$ cat config.mk
export PLATFORM = sky130hd
export DESIGN_NAME = mcs51_bus_slave_flat
export DESIGN_NICKNAME = d
export VERILOG_FILES = /design/src/rtl/mcs51_bus_slave_pkg.sv /design/src/rtl/mcs51_bus_slave_if.sv /design/src/rtl/mcs51_bus_slave_sync_cell.sv /design/src/rtl/mcs51_bus_slave.sv /design/src/flat_wrapper.sv
export SDC_FILE = /design/constraint.sdc
export NUM_CORES = 1
export LEC_CHECK = 0
export BUFFER_PORTS_ARGS = -buffer_cell sky130_fd_sc_hd__buf_2
export CORE_MARGIN = 3
export CORE_UTILIZATION = 47
export CTS_BUF_LIST = sky130_fd_sc_hd__clkbuf_2 sky130_fd_sc_hd__clkbuf_4 sky130_fd_sc_hd__clkbuf_8
export DETAILED_ROUTE_END_ITERATION = 7
export PLACE_DENSITY = 0.75
export SLEW_MARGIN = 20
export SYNTH_ARGS = -nofsm -noshare
export SYNTH_HDL_FRONTEND = slang
export SYNTH_SLANG_ARGS = --single-unit
$ cat constraint.sdc
create_clock -name clock -period 3.1 [get_ports clock]
set_input_delay 0.465 -clock clock [delete_from_list [all_inputs] [get_ports clock]]
set_output_delay 0.465 -clock clock [all_outputs]
set_load 0.02 [all_outputs]
$ cat src/rtl/mcs51_bus_slave_pkg.sv
// Shared definitions for the 8051 external-bus slave: FSM encodings, address width, write payload.
package mcs51_bus_slave_pkg;

    localparam int unsigned TH_ADDR_W = 16;
    localparam int unsigned TH_DATA_W = 8;

    typedef enum logic [2:0] {
        S_IDLE = 3'd0,
        S_ALE  = 3'd1,
        S_ADDR = 3'd2,
        S_WR   = 3'd3,
        S_RD   = 3'd4
    } state_e;

    typedef struct packed {
        logic [TH_ADDR_W-1:0] addr;
        logic [TH_DATA_W-1:0] data;
    } wr_payload_t;

    // Unsigned window test done in 17 bits so base+n never wraps past 16'hFFFF.
    function automatic logic in_window(input logic [TH_ADDR_W-1:0] a,
                                       input logic [TH_ADDR_W-1:0] base,
                                       input int unsigned n);
        return (17'(a) >= 17'(base)) && (17'(a) < (17'(base) + 17'(n)));
    endfunction

endpackage

$ cat src/rtl/mcs51_bus_slave_if.sv
// 8051 external bus plus the decoded write/register outputs of the bus slave.
interface mcs51_bus_slave_if #(
    parameter int unsigned NREG = 8
);
    logic                cs_n;
    logic [7:0]          abus;
    logic                ale;
    logic                r_n;
    logic                w_n;
    logic [7:0]          dbus_in;
    logic [7:0]          dbus_out;
    logic                dbus_oe;
    logic                wr_en_n;
    logic [15:0]         wr_addr;
    logic [7:0]          wr_data;
    logic [NREG-1:0]     wr_pulse;
    logic [8*NREG-1:0]   reg_q;

    modport master (
        output cs_n, abus, ale, r_n, w_n, dbus_in,
        input  dbus_out, dbus_oe, wr_en_n, wr_addr, wr_data, wr_pulse, reg_q
    );

    modport slave (
        input  cs_n, abus, ale, r_n, w_n, dbus_in,
        output dbus_out, dbus_oe, wr_en_n, wr_addr, wr_data, wr_pulse, reg_q
    );
endinterface

$ cat src/rtl/mcs51_bus_slave_sync_cell.sv
// STAGES-deep flop chain with a configurable reset value; used as synchroniser and alignment delay.
module mcs51_bus_slave_sync_cell #(
    parameter int unsigned W       = 1,
    parameter int unsigned STAGES  = 2,
    parameter logic        RST_VAL = 1'b0
) (
    input  logic         clock,
    input  logic         rst_n,
    input  logic [W-1:0] d,
    output logic [W-1:0] q
);

    logic [STAGES-1:0][W-1:0] stg;

    always_ff @(posedge clock or negedge rst_n) begin
        if (!rst_n) begin
            stg <= {STAGES{ {W{RST_VAL}} }};
        end else begin
            stg <= {stg[STAGES-2:0], d};
        end
    end

    assign q = stg[STAGES-1];

endmodule

$ cat src/rtl/mcs51_bus_slave.sv
// 8051 external-bus slave: synchronised strobes, address latch, write strobe and local register window.
// Optional CPU read-back of local registers is enabled by defining MCS51_RDBACK_EN.
module mcs51_bus_slave
    import mcs51_bus_slave_pkg::*;
#(
    parameter logic [15:0] ADDR_BASE   = 16'h8000,
    parameter int unsigned NREG        = 8,
    parameter int unsigned SYNC_STAGES = 2
) (
    input  logic                clock,
    input  logic                rst_n,
    mcs51_bus_slave_if.slave    bus
);

    localparam int unsigned IDX_W = (NREG > 1) ? $clog2(NREG) : 1;

    logic        cs_s, ale_s, r_s, w_s;
    logic        ale_p, r_p, w_p;
    logic [15:0] bd_s;

    mcs51_bus_slave_sync_cell #(.W(1), .STAGES(SYNC_STAGES), .RST_VAL(1'b1)) u_sync_cs (
        .clock(clock), .rst_n(rst_n), .d(bus.cs_n), .q(cs_s));
    mcs51_bus_slave_sync_cell #(.W(1), .STAGES(SYNC_STAGES), .RST_VAL(1'b0)) u_sync_ale (
        .clock(clock), .rst_n(rst_n), .d(bus.ale), .q(ale_s));
    mcs51_bus_slave_sync_cell #(.W(1), .STAGES(SYNC_STAGES), .RST_VAL(1'b1)) u_sync_r (
        .clock(clock), .rst_n(rst_n), .d(bus.r_n), .q(r_s));
    mcs51_bus_slave_sync_cell #(.W(1), .STAGES(SYNC_STAGES), .RST_VAL(1'b1)) u_sync_w (
        .clock(clock), .rst_n(rst_n), .d(bus.w_n), .q(w_s));
    // Address/data bus delayed by the same depth so it lines up with the strobes.
    mcs51_bus_slave_sync_cell #(.W(16), .STAGES(SYNC_STAGES), .RST_VAL(1'b0)) u_dly_bus (
        .clock(clock), .rst_n(rst_n), .d({bus.abus, bus.dbus_in}), .q(bd_s));

    always_ff @(posedge clock or negedge rst_n) begin
        if (!rst_n) begin
            ale_p <= 1'b0;
            r_p   <= 1'b1;
            w_p   <= 1'b1;
        end else begin
            ale_p <= ale_s;
            r_p   <= r_s;
            w_p   <= w_s;
        end
    end

    logic cs, ale_rise, ale_fall, r_fall, r_rise, w_fall, w_rise;
    assign cs       = ~cs_s;
    assign ale_rise =  ale_s & ~ale_p;
    assign ale_fall = ~ale_s &  ale_p;
    assign r_fall   = ~r_s   &  r_p;
    assign r_rise   =  r_s   & ~r_p;
    assign w_fall   = ~w_s   &  w_p;
    assign w_rise   =  w_s   & ~w_p;

    state_e state, state_d;
    logic   commit, addr_ld;

    always_ff @(posedge clock or negedge rst_n) begin
        if (!rst_n) state <= S_IDLE;
        else        state <= state_d;
    end

    // Bus protocol sequencing; losing chip select abandons any transaction.
    always_comb begin
        state_d = state;
        commit  = 1'b0;
        addr_ld = 1'b0;
        if (!cs) begin
            state_d = S_IDLE;
        end else begin
            case (state)
                S_IDLE: if (ale_rise) state_d = S_ALE;
                S_ALE: begin
                    if (ale_fall) begin
                        addr_ld = 1'b1;
                        state_d = S_ADDR;
                    end
                end
                S_ADDR: begin
                    if (w_fall)        state_d = S_WR;
                    else if (r_fall)   state_d = S_RD;
                    else if (ale_rise) state_d = S_ALE;
                end
                S_WR: begin
                    if (w_rise) begin
                        commit  = 1'b1;
                        state_d = S_IDLE;
                    end
                end
                S_RD:    if (r_rise) state_d = S_IDLE;
                default: state_d = S_IDLE;
            endcase
        end
    end

    logic [15:0]       addr_q;
    logic              hit;
    logic [IDX_W-1:0]  idx;
    wr_payload_t       wr_q;
    logic              wr_en_n_q;
    logic [NREG-1:0]   wr_pulse_q;
    logic [8*NREG-1:0] reg_q_q;

    assign hit = in_window(addr_q, ADDR_BASE, NREG);
    assign idx = IDX_W'(addr_q - ADDR_BASE);

    always_ff @(posedge clock or negedge rst_n) begin
        if (!rst_n) begin
            addr_q     <= '0;
            wr_q       <= '0;
            wr_en_n_q  <= 1'b1;
            wr_pulse_q <= '0;
            reg_q_q    <= '0;
        end else begin
            wr_en_n_q  <= ~commit;
            wr_pulse_q <= '0;
            if (addr_ld) addr_q <= bd_s;
            if (commit) begin
                wr_q.addr <= addr_q;
                wr_q.data <= bd_s[7:0];
                if (hit) begin
                    wr_pulse_q[idx]               <= 1'b1;
                    reg_q_q[8*int'(idx) +: 8]     <= bd_s[7:0];
                end
            end
        end
    end

    assign bus.wr_en_n  = wr_en_n_q;
    assign bus.wr_addr  = wr_q.addr;
    assign bus.wr_data  = wr_q.data;
    assign bus.wr_pulse = wr_pulse_q;
    assign bus.reg_q    = reg_q_q;

`ifdef MCS51_RDBACK_EN
    logic       oe_q;
    logic [7:0] dout_q;
    logic       rd_hit;

    assign rd_hit = (state_d == S_RD) && hit;

    always_ff @(posedge clock or negedge rst_n) begin
        if (!rst_n) begin
            oe_q   <= 1'b0;
            dout_q <= '0;
        end else begin
            oe_q   <= rd_hit;
            dout_q <= rd_hit ? reg_q_q[8*int'(idx) +: 8] : 8'h00;
        end
    end

    assign bus.dbus_oe  = oe_q;
    assign bus.dbus_out = dout_q;
`else
    assign bus.dbus_oe  = 1'b0;
    assign bus.dbus_out = 8'h00;
`endif

endmodule

$ cat src/flat_wrapper.sv
// flat-port wrapper written by rule: the top's interface ports become plain ports
module mcs51_bus_slave_flat import mcs51_bus_slave_pkg::*;
#(
    parameter logic [15:0] ADDR_BASE   = 16'h8000,
    parameter int unsigned NREG        = 8,
    parameter int unsigned SYNC_STAGES = 2
)
  (clock, rst_n, bus_cs_n, bus_abus, bus_ale, bus_r_n, bus_w_n, bus_dbus_in, bus_dbus_out, bus_dbus_oe, bus_wr_en_n, bus_wr_addr, bus_wr_data, bus_wr_pulse, bus_reg_q);
  mcs51_bus_slave_if #(.NREG(NREG)) bus_i ();
  input  logic clock;
  input  logic rst_n;
  input wire logic [$bits(bus_i.cs_n)-1:0] bus_cs_n;
  input wire logic [$bits(bus_i.abus)-1:0] bus_abus;
  input wire logic [$bits(bus_i.ale)-1:0] bus_ale;
  input wire logic [$bits(bus_i.r_n)-1:0] bus_r_n;
  input wire logic [$bits(bus_i.w_n)-1:0] bus_w_n;
  input wire logic [$bits(bus_i.dbus_in)-1:0] bus_dbus_in;
  output wire logic [$bits(bus_i.dbus_out)-1:0] bus_dbus_out;
  output wire logic [$bits(bus_i.dbus_oe)-1:0] bus_dbus_oe;
  output wire logic [$bits(bus_i.wr_en_n)-1:0] bus_wr_en_n;
  output wire logic [$bits(bus_i.wr_addr)-1:0] bus_wr_addr;
  output wire logic [$bits(bus_i.wr_data)-1:0] bus_wr_data;
  output wire logic [$bits(bus_i.wr_pulse)-1:0] bus_wr_pulse;
  output wire logic [$bits(bus_i.reg_q)-1:0] bus_reg_q;
  assign bus_i.cs_n = bus_cs_n;
  assign bus_i.abus = bus_abus;
  assign bus_i.ale = bus_ale;
  assign bus_i.r_n = bus_r_n;
  assign bus_i.w_n = bus_w_n;
  assign bus_i.dbus_in = bus_dbus_in;
  assign bus_dbus_out = bus_i.dbus_out;
  assign bus_dbus_oe = bus_i.dbus_oe;
  assign bus_wr_en_n = bus_i.wr_en_n;
  assign bus_wr_addr = bus_i.wr_addr;
  assign bus_wr_data = bus_i.wr_data;
  assign bus_wr_pulse = bus_i.wr_pulse;
  assign bus_reg_q = bus_i.reg_q;
  mcs51_bus_slave #(.ADDR_BASE(ADDR_BASE), .NREG(NREG), .SYNC_STAGES(SYNC_STAGES)) u_core (.clock(clock), .rst_n(rst_n), .bus(bus_i));
endmodule
### Word level (Yosys, flattened, before mapping)

Cells that the tools add are included.

* output and inout port bits: 106
* word-level logic and storage cells: 72
* register bits after elaboration: 159
* input bits: 22

* bitwise operators: 13
* add/sub/neg operators: 2
* shift-type cells: 2
* reduce and logical (&&, ||, !) cells: 5
* multiplexer cells: 19
* eq/ne operators: 7
* $lt $le $gt $ge: 4

Operator list (count)
* 64-bit bitwise mux: 1
* 8-bit by 33-bit variable shift with 64-bit output (first input constant): 1
* 8-bit by 33-bit indexed part select with 64-bit output: 1
* 6-bit negator with 33-bit output: 1
* 3-bit 2-to-1 mux: 7
* 16-bit >= comparator (second input constant): 1
* 16-bit less-than comparator (second input constant): 1
* 8-bit 2-to-1 mux: 2
* 3-bit one-hot mux with 5 select lines: 1
* 3-bit by 2-bit != test with 1-bit output (second input constant): 3
* 1-bit 2-to-1 mux: 7
* 1-bit inverter: 7
* 1-bit AND: 6
* 3-bit by 2-bit == test with 1-bit output (second input constant): 2
* 3-bit by 4-bit less-than comparator with 1-bit output (second input constant): 1
* 1-bit demux with 3-bit select: 1
* 3-bit by 1-bit == test with 1-bit output (second input constant): 1
* 3-bit == test (second input constant): 1
* 3-bit by 1-bit >= comparator with 1-bit output (second input constant): 1
* 3-bit zero test: 1
* 3-bit AND reduction: 1
* 3-bit by 1-bit subtractor with 3-bit output (second input constant): 1
* 1-bit logical AND: 2
* 2-bit AND reduction: 1

### Depth between registers and ports, before layout

Gate-level depths: netlist of run 1.

* depth after elaboration: 7
* gate-level depth with buffers: 8
* gate-level depth less buffers: 7

### Modules after synthesis

Synthesis of run 1 repeated with hierarchy kept, for this count alone.

* cell total of the unflattened synthesis: 457
* area, all modules: 6311.1 sq um

By module, submodules not included
* mcs51_bus_slave: cells an instance 401, seq. area each 2981.6 sq um, area each 5182.5 sq um, instances 1
* mcs51_bus_slave_sync_cell at u_core.u_dly_bus: cells an instance 48, seq. area each 800.8 sq um, area each 920.9 sq um, instances 1
* mcs51_bus_slave_sync_cell at u_core.u_sync_cs ...: cells an instance 2, seq. area each 52.6 sq um, area each 52.6 sq um, instances 3
* mcs51_bus_slave_sync_cell at u_core.u_sync_ale: cells an instance 2, seq. area each 50.0 sq um, area each 50.0 sq um, instances 1

### Worst setup path after synthesis of run 1

Ideal clock, no wire load.

* path kind: reg-to-reg
* from: register u_core.addr_q[0]
* to: register u_core.reg_q_q[32] (netlist: u_core.bus.reg_q[32])
* setup slack: 622 ps
* cell stages (with the launch flop): 9
* arrival time: 2353 ps
* setup time: 125 ps
* buffers on the path: 1
* period minus slack after synthesis: 2478 ps
* required time: 2975 ps
* cell sequence: dfrtp_1 > buf_2 > clkinv_1 > ha_1 > ha_1 > nor4b_1 > o21ai_0 > nor4_4 > mux2_2

* word-level cells in the longest chain between the ends: 4
* elaborated cells on any way between the ends: 9
* classes of those cells: add/sub (2); order compare (2); shift (2); mux (1); reduce/logical (2)

RTL lines
* start, declared: line mcs51_bus_slave.sv:95 `logic [15:0] addr_q;`
* start signal, assigned: line mcs51_bus_slave.sv:116 `if (addr_ld) addr_q <= bd_s;`
* 3-bit by 1-bit subtractor with 3-bit output: line mcs51_bus_slave.sv:104 `assign idx = IDX_W'(addr_q - ADDR_BASE);`
* 6-bit negator with 33-bit output: line mcs51_bus_slave.sv:122 `reg_q_q[8*int'(idx) +: 8] <= bd_s[7:0];`
* 8-bit by 33-bit indexed part select with 64-bit output / 8-bit by 33-bit variable shift with 64-bit output (equally long branches): line mcs51_bus_slave.sv:122
* 64-bit bitwise mux: line mcs51_bus_slave.sv:122
* end signal, assigned by index: line mcs51_bus_slave.sv:122
* end, declared: line mcs51_bus_slave.sv:101 `logic [8*NREG-1:0] reg_q_q;`

Parallel ways exist; a longest one is shown, timed or not.
A chain may end at the register's enable or synchronous reset.

### Worst setup path after layout of run 1

* from: register u_core.addr_q[0]
* to: register u_core.reg_q_q[39] (netlist: u_core.bus.reg_q[39])

Same word-level chain as after synthesis.

==> results.sh, run 1 <==
export IMPL_finalHoldViolCount=0
export IMPL_clk_pin_slew_ns=0.08
export IMPL_wl_per_cell_um=17.92
export IMPL_crit_required_ns=3.43
export IMPL_io_pins=128
export IMPL_n_fill_cell=985
export IMPL_grt_pass1_vias=3734
export IMPL_hpwl_mm=8.687
export IMPL_design_core_area_um2=12160
export IMPL_final_setup_tns_ns=0
export IMPL_grt_pass1_wl_mm=19.78
export IMPL_arrival_ns=3.17
export IMPL_via_per_inst=4.980
export IMPL_seq_area_frac_synth=0.6715
export IMPL_whs_ns=0.1131
export IMPL_place_congestion=0.8569
export IMPL_powerDensity_nw_per_um2=607.5
export IMPL_cts_sinks=159
export IMPL_min_delay_start="bus_cs_n"
export IMPL_critPathMaxFanout=10
export IMPL_fmax_ghz=0.3519
export IMPL_rows=40
export IMPL_maxSlewViolCount=0
export IMPL_worstSetupStartpointType="register"
export IMPL_r2r_start="u_core.addr_q[0]$_DFFE_PN0P_"
export IMPL_hold_end="u_core.u_sync_cs.stg[0]$_DFF_PN1_"
export IMPL_num_vias=3451
export IMPL_ys_seq_elements=159
export IMPL_setup_ws_ns=0.2581
export IMPL_cts_root_buf="clkbuf_8"
export IMPL_final_net_count=540
export IMPL_yosys_area_top_type_share=0.6317
export IMPL_start_util=0.4886
export IMPL_syn2layout_area_growth_pct=20.40
export IMPL_die_h_um=118.4
export IMPL_avgSynthCellArea_um2=15.76
export IMPL_min_path_type="input port to register"
export IMPL_antenna_found_initial=0
export IMPL_cts_buffer_depth=2
export IMPL_numCtsBuffers=17
export IMPL_synth_area_leaders="dfrtp_1 63%, mux2_2 19%, dfstp_2 4.0%"
export IMPL_drt_first_pass_iters=5
export IMPL_max_cap_violations=0
export IMPL_status="finished, final reports clean"
export IMPL_drc=0
export IMPL_peakVddDrop_v=0.0002858
export IMPL_skew_ns=0.01111
export IMPL_fin_cells=693
export IMPL_min_period_ns=2.842
export IMPL_rrSetupSlack_ns=0.26
export IMPL_worst_pin_slew_ns=0.8257
export IMPL_drt_iter0_markers=129
export IMPL_ys_warn_count=0
export IMPL_final_cell_mix="150 x dfrtp_1, 117 x buf_2, 100 x mux2_2"
export IMPL_relSlewSlack=0.4483
export IMPL_path_class="register to register"
export IMPL_routed_wl_mm=12.42
export IMPL_clkLatencyLatePin_ns=0.45
export IMPL_synthCells=377
export IMPL_antenna_left=0
export IMPL_htree_levels=4
export IMPL_layout_commonest_cell="dfrtp_1"
export IMPL_synth_largest_area_cell="dfrtp_1"
export IMPL_grt_max_degree=66
export IMPL_place_inst=660
export IMPL_setup_viol=0
export IMPL_die_area_um2=14030
export IMPL_async_reset_ff_frac=1.000
export IMPL_r2r_end="u_core.bus.reg_q[39]$_DFFE_PN0P_"
export IMPL_layout_drive_gt1_share=0.5238
export IMPL_portBuffers=118
export IMPL_cts_tree="yes"
export IMPL_grt_ovfl_total=0
export IMPL_synth_edf_count=0
export IMPL_post_cts_resized=0
export IMPL_rsz0062_at_grt="false"
export IMPL_reg2reg_depth=7
export IMPL_ys_types=34
export IMPL_post_place_ws_ns=0.3050
export IMPL_ys_flop_type="dfrtp_1"
export IMPL_p_leak_nw=3.849
export IMPL_p_total_w=0.004346
export IMPL_diodes=0
export IMPL_whs_path_depth=1
export IMPL_crit_path_end_kind="register"
export IMPL_die_w_um=118.4
export IMPL_final_period_utilization=0.9167
export IMPL_groute_usage_overall=0.1827
export IMPL_synth_area_um2=5942
power breakdown:
| part | internal [W] | switching, W | leakage, nW | total, W |
|---|---|---|---|---|
| sequential | 0.00218 | 0.000111 | 2.08 | 0.00229 |
| clock | 0.000808 | 0.000759 | 0.209 | 0.00157 |
| combinational | 0.000198 | 0.000289 | 1.56 | 0.000487 |
| total | 0.00319 | 0.00116 | 3.85 | 0.00435 |
final cells by class:
| type | instances | area [um^2] | share of cell area |
|---|---|---|---|
| timing repair buffer | 124 | 656.9 | 0.09182 |
| clock buffer | 21 | 289.0 | 0.04040 |
| inverter | 6 | 22.52 | 0.003148 |
| sequential | 159 | 3990 | 0.5577 |
| multi-input combinational | 204 | 1857 | 0.2595 |
| clock inverter | 11 | 128.9 | 0.01801 |
| tap | 168 | 210.2 | 0.02938 |
worst max-delay path by stage:
stage	from	to	slack, ns	cells past startpoint
after floorplan	u_core.addr_q[0]$_DFFE_PN0P_	u_core.bus.reg_q[32]$_DFFE_PN0P_	0.62	8
after global placement	u_core.addr_q[0]$_DFFE_PN0P_	u_core.bus.reg_q[33]$_DFFE_PN0P_	0.46	7
after detailed placement	u_core.addr_q[0]$_DFFE_PN0P_	u_core.bus.reg_q[33]$_DFFE_PN0P_	0.30	7
after CTS	u_core.addr_q[0]$_DFFE_PN0P_	u_core.bus.reg_q[33]$_DFFE_PN0P_	0.30	7
after global routing	u_core.addr_q[0]$_DFFE_PN0P_	u_core.bus.reg_q[38]$_DFFE_PN0P_	0.03	7
final	u_core.addr_q[0]$_DFFE_PN0P_	u_core.bus.reg_q[39]$_DFFE_PN0P_	0.26	7
synth_stat cells (6+ instances only):
| master | number |
|---|---|
| ha_1 | 6 |
| nor3_1 | 6 |
| mux2_2 | 100 |
| dfstp_2 | 9 |
| buf_4 | 9 |
| buf_2 | 7 |
| nand2_1 | 8 |
| nand4_2 | 6 |
| and2_1 | 25 |
| nor4_1 | 7 |
| dfrtp_1 | 150 |
worst max-delay path: stages (launching register included):
cell      delay (ns)
dfrtp_1         0.54
clkinv_1        0.31
ha_1            0.31
ha_1            0.32
nor4b_1         0.21
o21ai_0         0.18
nor4_4          0.45
mux2_2          0.41
layer usage:
layer | GRT usage | part of all wire
met5 | 0 | 0
met1 | 0.2377 | 0.43
met4 | 0.05141 | 0.013
met3 | 0.06459 | 0.073
met2 | 0.2926 | 0.49
flip-flops by register name, summed over array words and instances (netlist names), 3 cells and up:
| register | flops |
|---|---|
| u_core.bus.wr_data | 8 |
| u_core.u_dly_bus.stg | 16 |
| u_core.u_dly_bus.q | 16 |
| u_core.addr_q | 16 |
| u_core.state | 3 |
| u_core.bus.wr_pulse | 8 |
| u_core.bus.wr_addr | 16 |
| u_core.bus.reg_q | 64 |
logic make-up after synthesis:
family,share of synthesized area
DFF,0.6715
muxes,0.1914
and+or+nand+nor,0.09054
buffers and inverters,0.02106
AOI/OAI and AO/OA,0.01221
adders and majority gates,0.01263
other,0.0006311
stage by stage:
stage               utilization  area [um^2]
floorplan                     -         5972
global placement         0.5531         6726
detailed placement       0.5531         6726
CTS                      0.5883         7154
global route             0.5883         7154
finish                   0.5883         7154
what timing repair did:
item,4_1_cts,5_1_grt
setup buffers,0,0
hold buffers,1,0
hold endpoints to repair,57,0
No activity file was read; power rests on OpenSTA's default activity.
==> inputs of run 2 (changes only) <==
REMOVE_ABC_BUFFERS = 1   (was default)
==> results.sh, run 2 (same netlist as run 1, synthesis figures left out) <==
export IMPL_antenna_left=0
export IMPL_htree_levels=4
export IMPL_die_w_um=118.4
export IMPL_met2_length_mm=5.938
export IMPL_cts_root_buf="clkbuf_8"
export IMPL_drt_iter0_markers=142
export IMPL_cts_buffer_depth=2
export IMPL_n_fill_cell=1012
export IMPL_worstSetupStartpointType="register"
export IMPL_final_period_utilization=0.9076
export IMPL_antenna_found_initial=0
export IMPL_fmax_ghz=0.3554
export IMPL_final_area_um2=7148
export IMPL_place_inst=658
export IMPL_relSlewSlack=0.3601
export IMPL_place_congestion=0.8138
export IMPL_endpoint="u_core.bus.reg_q[37]$_DFFE_PN0P_"
export IMPL_grt_max_degree=118
export IMPL_groute_usage_overall=0.1819
export IMPL_routed_wl_mm=11.99
export IMPL_maxSlewViolCount=0
export IMPL_cts_tree="yes"
export IMPL_rows=40
export IMPL_crit_path_end_kind="register"
export IMPL_drc=0
export IMPL_reg2reg_depth=7
export IMPL_cts_sinks=159
export IMPL_portBuffers=118
export IMPL_multi_input_area_um2=1857
export IMPL_design_core_area_um2=12160
export IMPL_die_h_um=118.4
export IMPL_critPathMaxFanout=10
export IMPL_skew_ns=0.009061
export IMPL_via_per_inst=5.010
export IMPL_crit_required_ns=3.44
export IMPL_final_cell_mix="150 x dfrtp_1, 117 x buf_2, 100 x mux2_2"
export IMPL_final_net_count=538
export IMPL_hpwl_mm=8.389
export IMPL_drt_met1_wl_mm=4.856
export IMPL_grt_pass1_vias=3685
export IMPL_rsz0062_at_grt="false"
export IMPL_worst_pin_slew_ns=0.9578
export IMPL_num_vias=3462
export IMPL_start_util=0.4886
export IMPL_numCtsBuffers=17
export IMPL_r2r_start="u_core.addr_q[0]$_DFFE_PN0P_"
export IMPL_grt_ovfl_total=0
export IMPL_path_class="register to register"
export IMPL_max_cap_violations=0
export IMPL_largest_reg_flops=64
export IMPL_peakVddDrop_v=0.0003858
export IMPL_die_area_um2=14030
export IMPL_layout_commonest_cell="dfrtp_1"
export IMPL_finalHoldViolCount=0
export IMPL_r2r_end="u_core.bus.reg_q[37]$_DFFE_PN0P_"
export IMPL_highest_layer="met4"
export IMPL_dpl_instance_area_um2=6711
export IMPL_min_period_ns=2.814
export IMPL_io_pins=128
export IMPL_met3_length_um=848
export IMPL_grt_pass1_wl_mm=19.54
export IMPL_clkLatencyLatePin_ns=0.45
export IMPL_min_path_type="input port to register"
export IMPL_clk_pin_slew_ns=0.08
export IMPL_fin_cells=691
export IMPL_p_leak_nw=3.839
export IMPL_rrSetupSlack_ns=0.29
export IMPL_wl_per_cell_um=17.35
export IMPL_final_setup_tns_ns=0
export IMPL_setup_viol=0
export IMPL_seq_area_um2=3990
export IMPL_status="finished, final reports clean"
export IMPL_syn2layout_area_growth_pct=20.30
export IMPL_cp_startpoint="u_core.addr_q[0]$_DFFE_PN0P_"
export IMPL_diodes=0
export IMPL_arrival_ns=3.15
export IMPL_powerDensity_nw_per_um2=612.0
export IMPL_layout_drive_gt1_share=0.5220
export IMPL_p_total_w=0.004375
export IMPL_drt_first_pass_iters=5
run 2: what timing repair did:
item	CTS	global route
hold endpoints to repair	33	0
hold buffers	1	0
resized for setup	0	0
buffers inserted	0	0
run 2: layout make-up:
cell class              instances  share of cell area
flip-flops and latches        159              0.5582
multi-input cells             204              0.2598
repair buffers                122             0.08980
clock buffers                  20             0.03763
well taps                     168             0.02941
clock inverters                12             0.02205
inverters                       6            0.003151
run 2: worst min path at each step:
stage	from	endpoint	slack, ns	cells past startpoint
after floorplan	rst_n	u_core.addr_q[0]$_DFFE_PN0P_	0.17	0
after global placement	u_core.u_dly_bus.stg[6]$_DFF_PN0_	u_core.u_dly_bus.q[6]$_DFF_PN0_	0.33	0
after detailed placement	u_core.u_dly_bus.stg[12]$_DFF_PN0_	u_core.u_dly_bus.q[12]$_DFF_PN0_	0.33	0
after CTS	bus_r_n	u_core.u_sync_r.stg[0]$_DFF_PN1_	0.08	1
after global routing	bus_cs_n	u_core.u_sync_cs.stg[0]$_DFF_PN1_	0.07	1
final	bus_cs_n	u_core.u_sync_cs.stg[0]$_DFF_PN1_	0.11	1
run 2: power breakdown:
part / switching, W / internal [W] / leakage (nW)
logic: 0.000285 / 0.000192 / 1.55
registers: 0.000104 / 0.00218 / 2.08
clock network: 0.000758 / 0.000854 / 0.210
total: 0.00115 / 0.00323 / 3.84
run 2: routing by layer:
layer  track usage  vias up
met5             0        -
met4       0.07893        0
met3       0.06316       25
met2        0.2969      109
met1        0.2198     1748
li1              -     1580
run 2: per-stage QoR:
| stage | util | worst slack [ns] | hold slack, ns |
|---|---|---|---|
| floorplan | - | 0.6207 | 0.1694 |
| global placement | 0.5519 | 0.4106 | 0.3312 |
| global route | 0.5878 | 0.02213 | 0.07293 |
| CTS | 0.5878 | 0.2672 | 0.07684 |
| detailed placement | 0.5519 | 0.2576 | 0.3347 |
| finish | 0.5878 | 0.2865 | 0.1086 |
run 2: critical path, cell delays in order (launching register included):
cell and delay (ns):
dfrtp_1 0.52, clkinv_1 0.30, ha_1 0.31, ha_1 0.32, nor4b_1 0.20, o21ai_0 0.17
nor4_4 0.47, mux2_2 0.40
==> inputs of run 3 (changes only) <==
GPL_TIMING_DRIVEN = 0   (was default)
==> results.sh, run 3 (same netlist as run 1, synthesis figures left out) <==
export IMPL_p_comb_frac=0.111
export IMPL_min_path_type="input port to register"
export IMPL_die_h_um=118.4
export IMPL_cts_root_buf="clkbuf_8"
export IMPL_whs_ns=0.1107
export IMPL_rows=40
export IMPL_clkLatencyLatePin_ns=0.45
export IMPL_arrival_ns=3.11
export IMPL_switchingPower_w=0.001198
export IMPL_final_net_count=537
export IMPL_setup_viol=0
export IMPL_num_vias=3423
export IMPL_io_pins=128
export IMPL_fin_cells=690
export IMPL_min_delay_start="bus_cs_n"
export IMPL_p_int_w=0.003028
export IMPL_critPathMaxFanout=10
export IMPL_crit_required_ns=3.44
export IMPL_numCtsBuffers=17
export IMPL_cpPeakStageDelay_ns=0.49
export IMPL_r2r_start="u_core.addr_q[0]$_DFFE_PN0P_"
export IMPL_start_util=0.4886
export IMPL_layout_commonest_cell="dfrtp_1"
export IMPL_final_period_utilization=0.8945
export IMPL_hpwl_mm=8.356
export IMPL_fin_util=0.5862
export IMPL_p_clk_frac=0.347
export IMPL_max_cap_violations=0
export IMPL_groute_usage_overall=0.1823
export IMPL_skew_ns=0.01101
export IMPL_place_inst=656
export IMPL_powerDensity_nw_per_um2=592.8
export IMPL_antenna_found_initial=0
export IMPL_status="finished, final reports clean"
export IMPL_htree_levels=4
export IMPL_portBuffers=118
export IMPL_antenna_left=0
export IMPL_p_seq_frac=0.542
export IMPL_rsz0062_at_grt="false"
export IMPL_cp_startpoint="u_core.addr_q[0]$_DFFE_PN0P_"
export IMPL_place_congestion=0.8134
export IMPL_fmax_ghz=0.3606
export IMPL_largest_reg_flops=64
export IMPL_p_sw_frac=0.2834
export IMPL_cp_cell_sequence="clkinvlp_4 -> ha_1 -> ha_1 -> nor4b_1 -> o21ai_0 -> nor4_4 -> buf_12 -> mux2_2"
export IMPL_layout_drive_gt1_share=0.5268
export IMPL_die_area_um2=14030
export IMPL_grt_ovfl_total=0
export IMPL_routed_wl_mm=11.91
export IMPL_drt_first_pass_iters=4
export IMPL_peakVddDrop_v=0.0003393
export IMPL_seq_area_um2=3991
export IMPL_grt_pass1_wl_mm=19.60
export IMPL_wl_per_cell_um=17.26
export IMPL_maxSlewViolCount=0
export IMPL_diodes=0
export IMPL_min_period_ns=2.773
export IMPL_worst_pin_slew_ns=0.8829
export IMPL_path_class="register to register"
export IMPL_critPathMostFrequentCell="ha_1"
export IMPL_clk_pin_slew_ns=0.08
export IMPL_drc=0
export IMPL_die_w_um=118.4
export IMPL_cts_buffer_depth=2
export IMPL_worstSetupStartpointType="register"
export IMPL_design_core_area_um2=12160
export IMPL_drt_iter0_markers=180
export IMPL_p_leak_nw=3.827
export IMPL_relSlewSlack=0.4101
export IMPL_critPathTopFamily="simple AND/OR/NAND/NOR gates"
export IMPL_crit_path_end_kind="register"
export IMPL_syn2layout_area_growth_pct=19.98
export IMPL_cts_tree="yes"
export IMPL_slowest_stage="dfrtp_2"
export IMPL_grt_max_degree=93
export IMPL_final_cell_mix="149 x dfrtp_1, 117 x buf_2, 100 x mux2_2"
export IMPL_path_buf_inv=2
export IMPL_finalHoldViolCount=0
export IMPL_multi_input_area_um2=1859
export IMPL_grt_pass1_vias=3716
export IMPL_n_fill_cell=991
export IMPL_cts_sinks=159
export IMPL_via_per_inst=4.961
## run 3: cell types whose count changed in the layout (fill, tap and decap cells not counted), moves of 2 or more
cell | before | now
inv_6 | 3 | 7
clkinv_4 | 1 | 4
buf_4 | 2 | 0
bufinv_16 | 3 | 1
clkbuf_8 | 19 | 17
## run 3: metal layers
| metal | vias to the layer above | GRT usage | part of all wire |
|---|---|---|---|
| met1 | 1738 | 0.2178 | 0.42 |
| met4 | 0 | 0.07241 | 0.022 |
| met5 | - | 0 | 0 |
| met3 | 22 | 0.05742 | 0.056 |
| met2 | 91 | 0.3080 | 0.50 |
| li1 | 1572 | - | - |
## run 3: power by group through the flow
stage	Combinational, W	Sequential, W	Clock (W)
after global routing	0.000530	0.00231	0.00160
after detailed placement	0.000474	0.00233	0
after CTS	0.000477	0.00229	0.00151
after global placement	0.000446	0.00232	0
after floorplan	0.000313	0.00231	0
final	0.000469	0.00229	0.00146
## run 3: layout make-up
| type | count | share of cell area |
|---|---|---|
| Clock buffer | 17 | 0.03282 |
| Sequential cell | 159 | 0.5598 |
| Timing Repair Buffer | 121 | 0.09231 |
| Inverter | 6 | 0.003686 |
| Tap cell | 168 | 0.02948 |
| Clock inverter | 15 | 0.02106 |
| Multi-Input combinational cell | 204 | 0.2608 |
## run 3: through the flow
| step | power (W) | TNS (ns) | cell area (um^2) | setup WS (ns) |
|---|---|---|---|---|
| detailed placement | 0.002806 | 0 | 6710 | 0.06770 |
| global placement | 0.002769 | -83.30 | 6670 | -0.5664 |
| global route | 0.004444 | 0 | 7129 | 0.09344 |
| floorplan | 0.002620 | 0 | 5869 | 0.6207 |
| CTS | 0.004282 | 0 | 7104 | 0.05508 |
| finish | 0.004226 | 0 | 7129 | 0.3269 |
## run 3: worst paths after layout
path | end | slack, ns | cells past startpoint
max | u_core.bus.reg_q[35]$_DFFE_PN0P_ | 0.33 | 8
min | u_core.u_sync_cs.stg[0]$_DFF_PN1_ | 0.11 | 1
max reg2reg | u_core.bus.reg_q[35]$_DFFE_PN0P_ | 0.33 | 8
min reg2reg | u_core.u_dly_bus.q[1]$_DFF_PN0_ | 0.35 | 0
max in group asynchronous | u_core.u_sync_r.stg[0]$_DFF_PN1_ | 1.75 | 3
min in group asynchronous | u_core.u_dly_bus.stg[11]$_DFF_PN0_ | 0.54 | 2
## run 3: worst register-to-register path, stage by stage, from the launching register on
cell,delay [ns]
dfrtp_2,0.49
clkinvlp_4,0.23
ha_1,0.27
ha_1,0.33
nor4b_1,0.25
o21ai_0,0.22
nor4_4,0.36
buf_12,0.18
mux2_2,0.34
## run 3: what timing repair did
action                                  CTS  global route
hold buffers                              1             0
endpoints found under the hold margin    67             0
setup buffers                             0             1
endpoints found under the setup margin    0             8
resized for setup                         0             2
